## config.mk

```make
export PLATFORM = sky130hd
export DESIGN_NAME = wb_arbiter
export DESIGN_NICKNAME = d
export VERILOG_FILES = /design/src/rtl/wb_arbiter.sv
export SDC_FILE = /design/constraint.sdc
export NUM_CORES = 1
export LEC_CHECK = 0
export CAP_MARGIN = 10
export CORE_AREA = 2 2 125 127
export CTS_CLUSTER_SIZE = 8
export DETAILED_ROUTE_END_ITERATION = 10
export DIE_AREA = 0 0 127 129
export GPL_TIMING_DRIVEN = 0
export SYNTH_ARGS = -nofsm -noshare
export SYNTH_HDL_FRONTEND = slang
export SYNTH_SLANG_ARGS = --single-unit
```

## constraint.sdc

```tcl
create_clock -name clk_i -period 2.91 [get_ports clk_i]
set_input_delay 0.582 -clock clk_i [delete_from_list [all_inputs] [get_ports clk_i]]
set_output_delay 0.582 -clock clk_i [all_outputs]
set_load 0.05 [all_outputs]
```

## src/rtl/wb_arbiter.sv

```systemverilog
//==============================================================================
// Module      : wb_arbiter
// Description : Two-master / one-slave Wishbone classic arbiter, round-robin
//               on contention, grant held for the whole cyc. Optional stalled
//               transfer timeout enabled by defining WB_ARB_TIMEOUT_EN.
// Revision    : 1.0 - initial release
//==============================================================================
`default_nettype none

module wb_arbiter #(
    parameter int TIMEOUT_CYCLES = 255
) (
    input  logic        clk_i,
    input  logic        rst_i,
    input  logic        m0_cyc_i,
    input  logic        m0_stb_i,
    input  logic        m0_we_i,
    input  logic [31:0] m0_adr_i,
    input  logic [3:0]  m0_sel_i,
    input  logic [31:0] m0_dat_i,
    output logic [31:0] m0_dat_o,
    output logic        m0_ack_o,
    output logic        m0_err_o,
    output logic        m0_rty_o,
    input  logic        m1_cyc_i,
    input  logic        m1_stb_i,
    input  logic        m1_we_i,
    input  logic [31:0] m1_adr_i,
    input  logic [3:0]  m1_sel_i,
    input  logic [31:0] m1_dat_i,
    output logic [31:0] m1_dat_o,
    output logic        m1_ack_o,
    output logic        m1_err_o,
    output logic        m1_rty_o,
    output logic        s_cyc_o,
    output logic        s_stb_o,
    output logic        s_we_o,
    output logic [31:0] s_adr_o,
    output logic [3:0]  s_sel_o,
    output logic [31:0] s_dat_o,
    input  logic [31:0] s_dat_i,
    input  logic        s_ack_i,
    input  logic        s_err_i,
    input  logic        s_rty_i,
    output logic [1:0]  grant_o
);

    typedef enum logic [1:0] {
        IDLE   = 2'd0,
        GRANT0 = 2'd1,
        GRANT1 = 2'd2
    } state_t;

    state_t     r_state;
    logic       r_last_owner;
    logic [1:0] r_grant;
    logic       w_timeout;

    // r_grant is the one-hot image of r_state; the datapath mux keys off it.
    always_ff @(posedge clk_i) begin
        if (rst_i) begin
            r_state      <= IDLE;
            r_last_owner <= 1'b1;
            r_grant      <= 2'b00;
        end else begin
            case (r_state)
                IDLE: begin
                    if (m0_cyc_i && (!m1_cyc_i || r_last_owner)) begin
                        r_state      <= GRANT0;
                        r_last_owner <= 1'b0;
                        r_grant      <= 2'b01;
                    end else if (m1_cyc_i) begin
                        r_state      <= GRANT1;
                        r_last_owner <= 1'b1;
                        r_grant      <= 2'b10;
                    end
                end
                GRANT0: begin
                    if (!m0_cyc_i) begin
                        if (m1_cyc_i) begin
                            r_state      <= GRANT1;
                            r_last_owner <= 1'b1;
                            r_grant      <= 2'b10;
                        end else begin
                            r_state <= IDLE;
                            r_grant <= 2'b00;
                        end
                    end
                end
                GRANT1: begin
                    if (!m1_cyc_i) begin
                        if (m0_cyc_i) begin
                            r_state      <= GRANT0;
                            r_last_owner <= 1'b0;
                            r_grant      <= 2'b01;
                        end else begin
                            r_state <= IDLE;
                            r_grant <= 2'b00;
                        end
                    end
                end
                default: begin
                    r_state <= IDLE;
                    r_grant <= 2'b00;
                end
            endcase
        end
    end

`ifdef WB_ARB_TIMEOUT_EN
    localparam logic [15:0] c_timeout_last = 16'(TIMEOUT_CYCLES - 1);

    logic [15:0] r_count;
    logic        w_owner_cyc;
    logic        w_owner_stb;
    logic        w_resp;

    assign w_owner_cyc = (r_grant[0] & m0_cyc_i) | (r_grant[1] & m1_cyc_i);
    assign w_owner_stb = (r_grant[0] & m0_stb_i) | (r_grant[1] & m1_stb_i);
    assign w_resp      = s_ack_i | s_err_i | s_rty_i;
    // Fires on the stalled clock that brings the count to TIMEOUT_CYCLES.
    assign w_timeout   = w_owner_stb && !w_resp && (r_count == c_timeout_last);

    // Owner dropping cyc is the only way the grant changes, so it clears too.
    always_ff @(posedge clk_i) begin
        if (rst_i || !w_owner_cyc || w_resp || w_timeout) begin
            r_count <= 16'd0;
        end else if (w_owner_stb) begin
            r_count <= r_count + 16'd1;
        end
    end
`else
    assign w_timeout = 1'b0;
`endif

    always_comb begin
        s_cyc_o  = 1'b0;
        s_stb_o  = 1'b0;
        s_we_o   = 1'b0;
        s_adr_o  = 32'd0;
        s_sel_o  = 4'd0;
        s_dat_o  = 32'd0;
        m0_dat_o = 32'd0;
        m0_ack_o = 1'b0;
        m0_err_o = 1'b0;
        m0_rty_o = 1'b0;
        m1_dat_o = 32'd0;
        m1_ack_o = 1'b0;
        m1_err_o = 1'b0;
        m1_rty_o = 1'b0;
        if (r_grant[0]) begin
            s_cyc_o  = m0_cyc_i & ~w_timeout;
            s_stb_o  = m0_stb_i & ~w_timeout;
            s_we_o   = m0_we_i;
            s_adr_o  = m0_adr_i;
            s_sel_o  = m0_sel_i;
            s_dat_o  = m0_dat_i;
            m0_dat_o = s_dat_i;
            m0_ack_o = s_ack_i;
            m0_err_o = s_err_i | w_timeout;
            m0_rty_o = s_rty_i;
        end else if (r_grant[1]) begin
            s_cyc_o  = m1_cyc_i & ~w_timeout;
            s_stb_o  = m1_stb_i & ~w_timeout;
            s_we_o   = m1_we_i;
            s_adr_o  = m1_adr_i;
            s_sel_o  = m1_sel_i;
            s_dat_o  = m1_dat_i;
            m1_dat_o = s_dat_i;
            m1_ack_o = s_ack_i;
            m1_err_o = s_err_i | w_timeout;
            m1_rty_o = s_rty_i;
        end
    end

    assign grant_o = r_grant;

endmodule

`default_nettype wire

```

### Word level (Yosys, flattened, before mapping)

Cells that the tools add are included.
W data, S select, Z words.

* bits in registers: 3
* bits in latches: 0
* RAM bits: 0
* memory bits (read-only): 0
* input port bits: 179
* output and inout bits: 143
* logic and storage cells: 52
* memories: 0

* $add $sub $neg: 0
* $mul: 0
* div/mod/pow operators: 0
* $lt $le $gt $ge: 0
* equality and inequality tests: 6
* shift operators: 0
* multiplexer cells: 37
* bitwise logic cells: 0
* reduce and logical (&&, ||, !) cells: 7

Operators by type and width (number)
* $mux W32: 7
* $mux W1: 21
* $mux W2: 5
* $mux W4: 2
* $ne A2 B2 Y1 const B: 3
* $pmux W2 S3: 1
* $reduce_and A4 Y1: 1
* $ne A3 B3 Y1 const B: 1
* $pmux W1 S3: 1
* $reduce_and A3 Y1: 1
* $reduce_bool A3 Y1: 1
* $eq A2 B1 Y1 const B: 1
* $eq A2 B2 Y1 const B: 1
* $logic_not A2 Y1: 1
* $logic_and A1 B1 Y1: 1
* $logic_not A1 Y1: 1
* $logic_or A1 B1 Y1: 1

### Logic depth before layout (Yosys ltp)

Gate-level depths: netlist (run 1).

* word-level depth: 5
* mapped depth: 8
* depth with buffers taken out: 6

### Least setup slack after synthesis (run 1)

OpenSTA, ideal clock, no wires.

* kind: reg-to-output
* from: reg r_grant[0], in the netlist grant_o[0]
* to: out s_adr_o[0]
* arrival time: 1727 ps
* required time: 2328 ps
* slack: 601 ps
* stages on the path, launching flop included: 4
* path buffers: 2
* path through: dfxtp_1 > buf_2 > buf_1 > a22o_1

* longest elaborated chain between the ends: 1

Ends and longest elaborated chain
* start: declaration: RTL line 56 `logic [1:0] r_grant;`
* start signal: assignment: RTL line 64 `r_grant <= 2'b00;`
* start signal: assignment: RTL line 71 `r_grant <= 2'b01;`
* start signal: assignment: RTL line 75 `r_grant <= 2'b10;`
* $mux W32: RTL line 151 `if (r_grant[0]) begin`
* end: declaration: RTL line 38 `output logic [31:0] s_adr_o,`

Every way passes these cells.

### Worst setup path in the final report (run 1)

* from: reg r_grant[0], in the netlist grant_o[0]
* to: out m1_dat_o[27]

* longest elaborated chain between the ends: 1

Ends and longest elaborated chain
* $mux W32: RTL line 151
* end: declaration: RTL line 31 `output logic [31:0] m1_dat_o,`

Every way passes these cells.

==> results.sh, run 1 <==
export IMPL_cts_clk_slew_worst_paths_ns=0.03
export IMPL_synth_compound_area_share_pct=47.8
export IMPL_yosysWarnings=0
export IMPL_portBuffers=321
export IMPL_yosysUniqueCellTypes=27
export IMPL_finalCriticalPeriod_ns=2.80
export IMPL_synth_fa_ha_area_share_pct=3.43
export IMPL_cts_sinks=3
export IMPL_worstHoldStart="r_last_owner"
export IMPL_grt_pass1_vias=2957
export IMPL_worst_slew_pin_slew_ns=0.668
export IMPL_finClkSkew_ns=0.000563
export IMPL_crit_family="buffers and inverters"
export IMPL_reg2reg_from="grant_o[0]"
export IMPL_slowest_stage="clkdlybuf4s50_1"
export IMPL_swShare_pct=61.1
export IMPL_final_cells=711
export IMPL_clock_path_buffers=2
export IMPL_htreeDepth=1
export IMPL_p_sw_mw=1.58
export IMPL_arrival_ns=2.21
export IMPL_start_util_pct=9.73
export IMPL_synth_cells=198
export IMPL_rsz0062_at_grt="false"
export IMPL_synth_top_family_by_area="compound AO/OA/AOI/OAI gates"
export IMPL_ant_nets=0
export IMPL_cpMostUsedCell="buf_2"
export IMPL_startpoint="grant_o[0]"
export IMPL_syn_cell_area_um2=1460
export IMPL_grtUsageTotal_pct=13.7
export IMPL_hold_violations=0
export IMPL_post_route_period_util_pct=96.1
export IMPL_seqPwrFrac_pct=2.5
export IMPL_drive_gt1_share_pct=5.16
export IMPL_grt_pass1_wl_um=17700
export IMPL_crit_chain="buf_2, inv_2, buf_2, and3_1, clkdlybuf4s50_1"
export IMPL_root_buffer="clkbuf_16"
export IMPL_yosys_register_bits=3
export IMPL_die_area_um2=16400
export IMPL_n_antenna_cell=0
export IMPL_status="complete, no violations"
export IMPL_clock_power_share_pct=8.4
export IMPL_finalWirelength_um=12900
export IMPL_max_slew_margin_rel_pct=55.7
export IMPL_synthXorXnorAreaFrac_pct=0
export IMPL_criticalPathCategory="reg -> out"
export IMPL_dieHeight_um=129
export IMPL_fmax_mhz=358
export IMPL_comb_power_share_pct=89.1
export IMPL_hpwl_um=11100
export IMPL_p_int_mw=1.01
export IMPL_syn_num_nets=381
export IMPL_finish_net_count=707
export IMPL_die_w_um=127
export IMPL_wl_per_cell_um=18.1
export IMPL_finalSetupViolCount=0
export IMPL_syn_area_per_cell_um2=7.36
export IMPL_cts_tree="done"
export IMPL_clk_latency_ns=0.22
export IMPL_cts_inserted_buffers=3
export IMPL_synthMuxAreaShare_pct=0
export IMPL_first_pass_iters=4
export IMPL_finalPower_mw=2.58
export IMPL_placementRows=45
export IMPL_grt_overflow=0
export IMPL_drtIter0Drc=100
export IMPL_slew_violations=0
export IMPL_cts_hold_buffers=0
export IMPL_gp_congestion=0.914
export IMPL_power_density_nw_per_um2=530
export IMPL_vias=2886
export IMPL_min_path_type="reg -> reg"
export IMPL_grt_max_degree=12
export IMPL_critPathCaptureType="output pin"
export IMPL_slowest_delay_ns=0.82
export IMPL_ir_worst_vdd_mv=0.484
export IMPL_seq_area_frac_synth_pct=4.12
export IMPL_core_area_um2=15000
export IMPL_worst_setup_path_start_kind="flop"
export IMPL_worstPathRequired_ns=2.33
export IMPL_cp_max_fo=11
export IMPL_area_delta_synth_final_pct=235
export IMPL_ioPinCount=322
export IMPL_cap_violations=0
export IMPL_drc_errors=0
export IMPL_leakage_nw=2.51
export IMPL_worst_path_buf_inv=4
export IMPL_antenna_found_initial=0
export IMPL_dp_cells=707
export IMPL_synth_simple_area_share_pct=34.0
export IMPL_vias_per_cell=4.06
sequential cells by signal (all words and copies together) (netlist names):
name / cells
r_last_owner: 1
grant_o: 2
timing repair:
| action | in CTS | in global routing |
|---|---|---|
| endpoints found under the setup margin | 105 | 6 |
| gates resized for setup | 104 | 6 |
| buffers inserted | 0 | 0 |
placed cells by master (no fill, tap or decap):
| cell | n |
|---|---|
| and2_1 | 35 |
| inv_1 | 2 |
| clkbuf_1 | 5 |
| clkbuf_2 | 2 |
| dlygate4sd2_1 | 100 |
| buf_4 | 9 |
| a211oi_1 | 1 |
| nand2b_1 | 1 |
| a22o_1 | 71 |
| o22ai_1 | 1 |
| nand4_1 | 1 |
| inv_2 | 2 |
| nor2b_1 | 1 |
| clkdlybuf4s50_1 | 215 |
| nor2_1 | 2 |
| and3_1 | 35 |
| a21oi_1 | 2 |
| a211o_1 | 1 |
| dlymetal6s2s_1 | 6 |
| ha_1 | 4 |
| nor3_1 | 1 |
| nor3b_1 | 1 |
| dfxtp_1 | 3 |
| buf_1 | 2 |
| a221o_1 | 1 |
| a21o_1 | 2 |
| nor2_4 | 1 |
| a32oi_1 | 1 |
| clkbuf_16 | 3 |
| buf_2 | 9 |
| nand2_1 | 2 |
| o21ai_2 | 1 |
cell families (layout without fill, tap and decap cells):
logic type	Yosys count	in the layout
flip-flops	3	3
AO/OA/AOI/OAI	81	81
adder cells (fa/ha/maj)	4	4
AND/OR/NAND/NOR	80	80
buffers and inverters	30	355
power groups by stage:
stage | clock, mW | combinational, mW | sequential (mW)
final | 0.218 | 2.30 | 0.0637
after global routing | 0.223 | 2.40 | 0.0647
after CTS | 0.222 | 2.31 | 0.0631
after detailed placement | 0 | 2.47 | 0.0635
after global placement | 0 | 2.46 | 0.0629
after floorplan | 0 | 1.49 | 0.0790
path summary, 6_finish.rpt:
| check | endpoint | cells after the start | slack [ns] |
|---|---|---|---|
| hold reg to reg | r_last_owner | 1 | 0.53 |
| hold / removal | r_last_owner | 1 | 0.53 |
| setup / recovery | m1_dat_o[27] | 5 | 0.11 |
| setup reg to reg | grant_o[0] | 8 | 0.76 |
per-stage QoR:
stage               hold slack [ns]  setup slack, ns  util (%)   TNS (ns)  instance area [um2]
floorplan                     0.473            0.601         -          0                 1460
global placement              0.502          -0.0191      32.8    -0.0191                 4910
detailed placement            0.518        -0.000435      32.8  -0.000435                 4910
CTS                           0.525          0.00410      32.5          0                 4860
global route                  0.553          0.00577      32.6          0                 4880
finish                        0.534            0.113      32.6          0                 4880
layer usage:
metal | global-route usage, % | vias to the layer above | share of wire, %
met5 | 0 | - | 0
met2 | 24.9 | 109 | 51
met4 | 1.87 | 0 | 0.98
met3 | 1.75 | 12 | 4.8
li1 | - | 1419 | -
met1 | 17.8 | 1346 | 43
synthesized netlist by cell type, drive strengths merged:
library cell | number | area share, %
a22o | 71 | 43
and2 | 35 | 15
and3 | 35 | 15
buf | 20 | 8.1
clkbuf | 6 | 1.5
ha | 4 | 3.4
inv | 4 | 1.0
dfxtp | 3 | 4.1
nor2 | 3 | 1.3
a21o | 2 | 1.0
a21oi | 2 | 0.69
nand2 | 2 | 0.52
a211o | 1 | 0.60
a211oi | 1 | 0.52
a221o | 1 | 0.69
a32oi | 1 | 0.60
nand2b | 1 | 0.43
nand4 | 1 | 0.43
nor2b | 1 | 0.43
nor3 | 1 | 0.34
nor3b | 1 | 0.52
o21ai | 1 | 0.60
o22ai | 1 | 0.43
area by class of cell:
class                      instances  area, um2
buffer                            26        145
clock buffer                       4       78.8
fill                            1594      10100
inverter                           4       15.0
multi-input combinational        165       1240
sequential                         3       60.1
tap                              188        235
timing repair buffer             321       3100
Power figures use the tool's default switching activity.
==> run 2: changes to the inputs <==
- CORE_AREA: 2 2 125 127 -> 2 2 124 126
- CTS_BUF_LIST: not set -> sky130_fd_sc_hd__clkbuf_2 sky130_fd_sc_hd__clkbuf_4 sky130_fd_sc_hd__clkbuf_8
- DIE_AREA: 0 0 127 129 -> 0 0 126 128
- clock period: 2.91 -> 2.4 ns (I/O delays scaled with it)
==> run 2 against run 1 <==
  * Non-clock buffer count grew 1
  * Flip-flop and latch count is the same
  * Hold slack lost 0.0087 ns
  * Sequential share of layout area is essentially flat
  * Critical endpoint is now m1_dat_o[24]
  * Sequential power grew 20%
  * Clock power shrank 28%
  * Clock skew is essentially flat
  * Register-to-register slack lost 0.37 ns
  * Die area shrank 1.6%
  * Highest routed layer unchanged
==> results.sh, run 2 (synthesized netlist as in run 1, its figures left out) <==
export IMPL_vias=2901
export IMPL_antenna_found_initial=1
export IMPL_crit_chain="buf_4, inv_2, buf_2, and3_1, clkdlybuf4s15_1"
export IMPL_cts_hold_buffers=0
export IMPL_status="complete, no violations"
export IMPL_dp_slack_ns=-0.473
export IMPL_wl_per_cell_um=17.6
export IMPL_multi_input_area_um2=1240
export IMPL_reg2reg_slack_ns=0.39
export IMPL_largest_reg_flops=2
export IMPL_finalCriticalPeriod_ns=2.32
export IMPL_max_slew_margin_rel_pct=65.2
export IMPL_clock_power_share_pct=5.1
export IMPL_clk_latency_ns=0.21
export IMPL_cp_max_fo=11
export IMPL_start_util_pct=9.81
export IMPL_gp_congestion=0.891
export IMPL_cts_sinks=3
export IMPL_min_path_cells=1
export IMPL_root_buffer="clkbuf_8"
export IMPL_hpwl_um=10600
export IMPL_seqCellArea_um2=60.1
export IMPL_worst_slew_pin_slew_ns=0.524
export IMPL_startpoint="grant_o[0]"
export IMPL_htreeDepth=1
export IMPL_worst_setup_path_start_kind="flop"
export IMPL_drc_errors=0
export IMPL_worstPathRequired_ns=1.92
export IMPL_cts_clk_slew_worst_paths_ns=0.03
export IMPL_p_int_mw=1.17
export IMPL_criticalPathCategory="reg -> out"
export IMPL_timing_final_ws_setup_ns=0.0796
export IMPL_fmax_mhz=431
export IMPL_finalPower_mw=3.06
export IMPL_r2r_end="grant_o[0]"
export IMPL_grt_overflow=0
export IMPL_finalWirelength_um=12600
export IMPL_grt_pass1_wl_um=17700
export IMPL_critPathCaptureType="output pin"
export IMPL_worstHoldStart="r_last_owner"
export IMPL_cap_violations=0
export IMPL_portBuffers=321
export IMPL_placementRows=45
export IMPL_min_path_type="reg -> reg"
export IMPL_slowest_stage="clkdlybuf4s15_1"
export IMPL_cts_tree="done"
export IMPL_clock_path_buffers=2
export IMPL_dieHeight_um=128
export IMPL_finish_net_count=708
export IMPL_comb_power_share_pct=92.4
export IMPL_grt_pass1_vias=2998
export IMPL_reg2reg_from="grant_o[0]"
export IMPL_fill_cells=1569
export IMPL_slowest_delay_ns=0.50
export IMPL_final_setup_tns_ns=0
export IMPL_die_area_um2=16100
export IMPL_first_pass_iters=4
export IMPL_die_w_um=126
export IMPL_post_route_period_util_pct=96.7
export IMPL_ir_worst_vdd_mv=0.377
export IMPL_seqPwrFrac_pct=2.5
export IMPL_finish_utilization_pct=32.7
export IMPL_hold_path_endpoint="r_last_owner"
export IMPL_area_delta_synth_final_pct=233
export IMPL_drtIter0Drc=70
export IMPL_reg2reg_depth=8
export IMPL_swShare_pct=61.7
export IMPL_power_density_nw_per_um2=631
export IMPL_p_sw_mw=1.89
export IMPL_ioPinCount=322
export IMPL_drive_gt1_share_pct=29.0
export IMPL_grtUsageTotal_pct=13.8
export IMPL_grt_max_degree=12
export IMPL_final_cell_mix="180 x clkdlybuf4s50_1, 71 x a22o_1, 69 x clkdlybuf4s15_2"
export IMPL_vias_per_cell=4.07
export IMPL_cts_inserted_buffers=3
export IMPL_leakage_nw=2.17
export IMPL_final_common_cell="clkdlybuf4s50_1"
export IMPL_finalSetupViolCount=0
export IMPL_finClkSkew_ns=0.000248
export IMPL_arrival_ns=1.84
export IMPL_core_area_um2=14900
export IMPL_hold_violations=0
export IMPL_slew_violations=0
export IMPL_ant_nets=0
## run 2: power groups by stage
stage / combinational, mW / clock, mW / sequential (mW)
after floorplan: 1.81 / 0 / 0.0957
after global placement: 2.96 / 0 / 0.0766
after detailed placement: 2.97 / 0 / 0.0769
after CTS: 2.88 / 0.162 / 0.0765
after global routing: 2.96 / 0.169 / 0.0791
final: 2.83 / 0.156 / 0.0767
## run 2: worst max path at each step
stage	endpoint	slack, ns	cells past startpoint
CTS	s_adr_o[20]	0.00008	7
floorplan	s_adr_o[0]	0.19	3
detailed placement	s_adr_o[30]	-0.47	4
finish	m1_dat_o[24]	0.08	5
global route	m0_dat_o[8]	-0.007	5
global placement	s_adr_o[30]	-0.51	4
## run 2: worst max-delay path, delay by kind of cell (launching register included)
family	cells	cell delay (ns)
simple gates	1	0.19
buf+inv	4	1.10
flops	1	0.33
## run 2: routing by layer
layer	vias up	GRT usage, %	part of all wire, %
met3	12	2.80	6.5
met2	134	24.5	51
met1	1332	17.7	42
li1	1423	-	-
met4	0	1.81	1.1
met5	-	0	0
## run 2: cell type report
type                            count  area share (%)
Timing Repair Buffer              322            63.9
Multi-Input combinational cell    165            25.6
Tap cell                          188            4.85
Buffer                             26            3.09
Sequential cell                     3            1.24
Clock buffer                        4            1.01
Inverter                            4           0.309
Antenna cell                        1          0.0516
## run 2: repair_timing
| item | CTS | global route |
|---|---|---|
| gates resized for setup | 355 | 106 |
| setup buffers | 1 | 0 |
| setup endpoints to repair | 141 | 80 |
| pin swaps | 1 | 0 |
## run 2: stage by stage
| stage | hold WS (ns) | std cells | instance area [um2] |
|---|---|---|---|
| 2_1_floorplan | 0.473 | 198 | 1460 |
| 6_report | 0.525 | 713 | 4850 |
| 3_5_place_dp | 0.516 | 707 | 4910 |
| 3_3_place_gp | 0.498 | 707 | 4910 |
| 5_1_grt | 0.575 | 713 | 4850 |
| 4_1_cts | 0.523 | 712 | 5060 |
==> run 3: changes to the inputs <==
- ABC_CLOCK_PERIOD_IN_PS: not set -> 2400
==> results of run 3 <==
The final DEF is identical to that of run 2; final timing and power are the same.
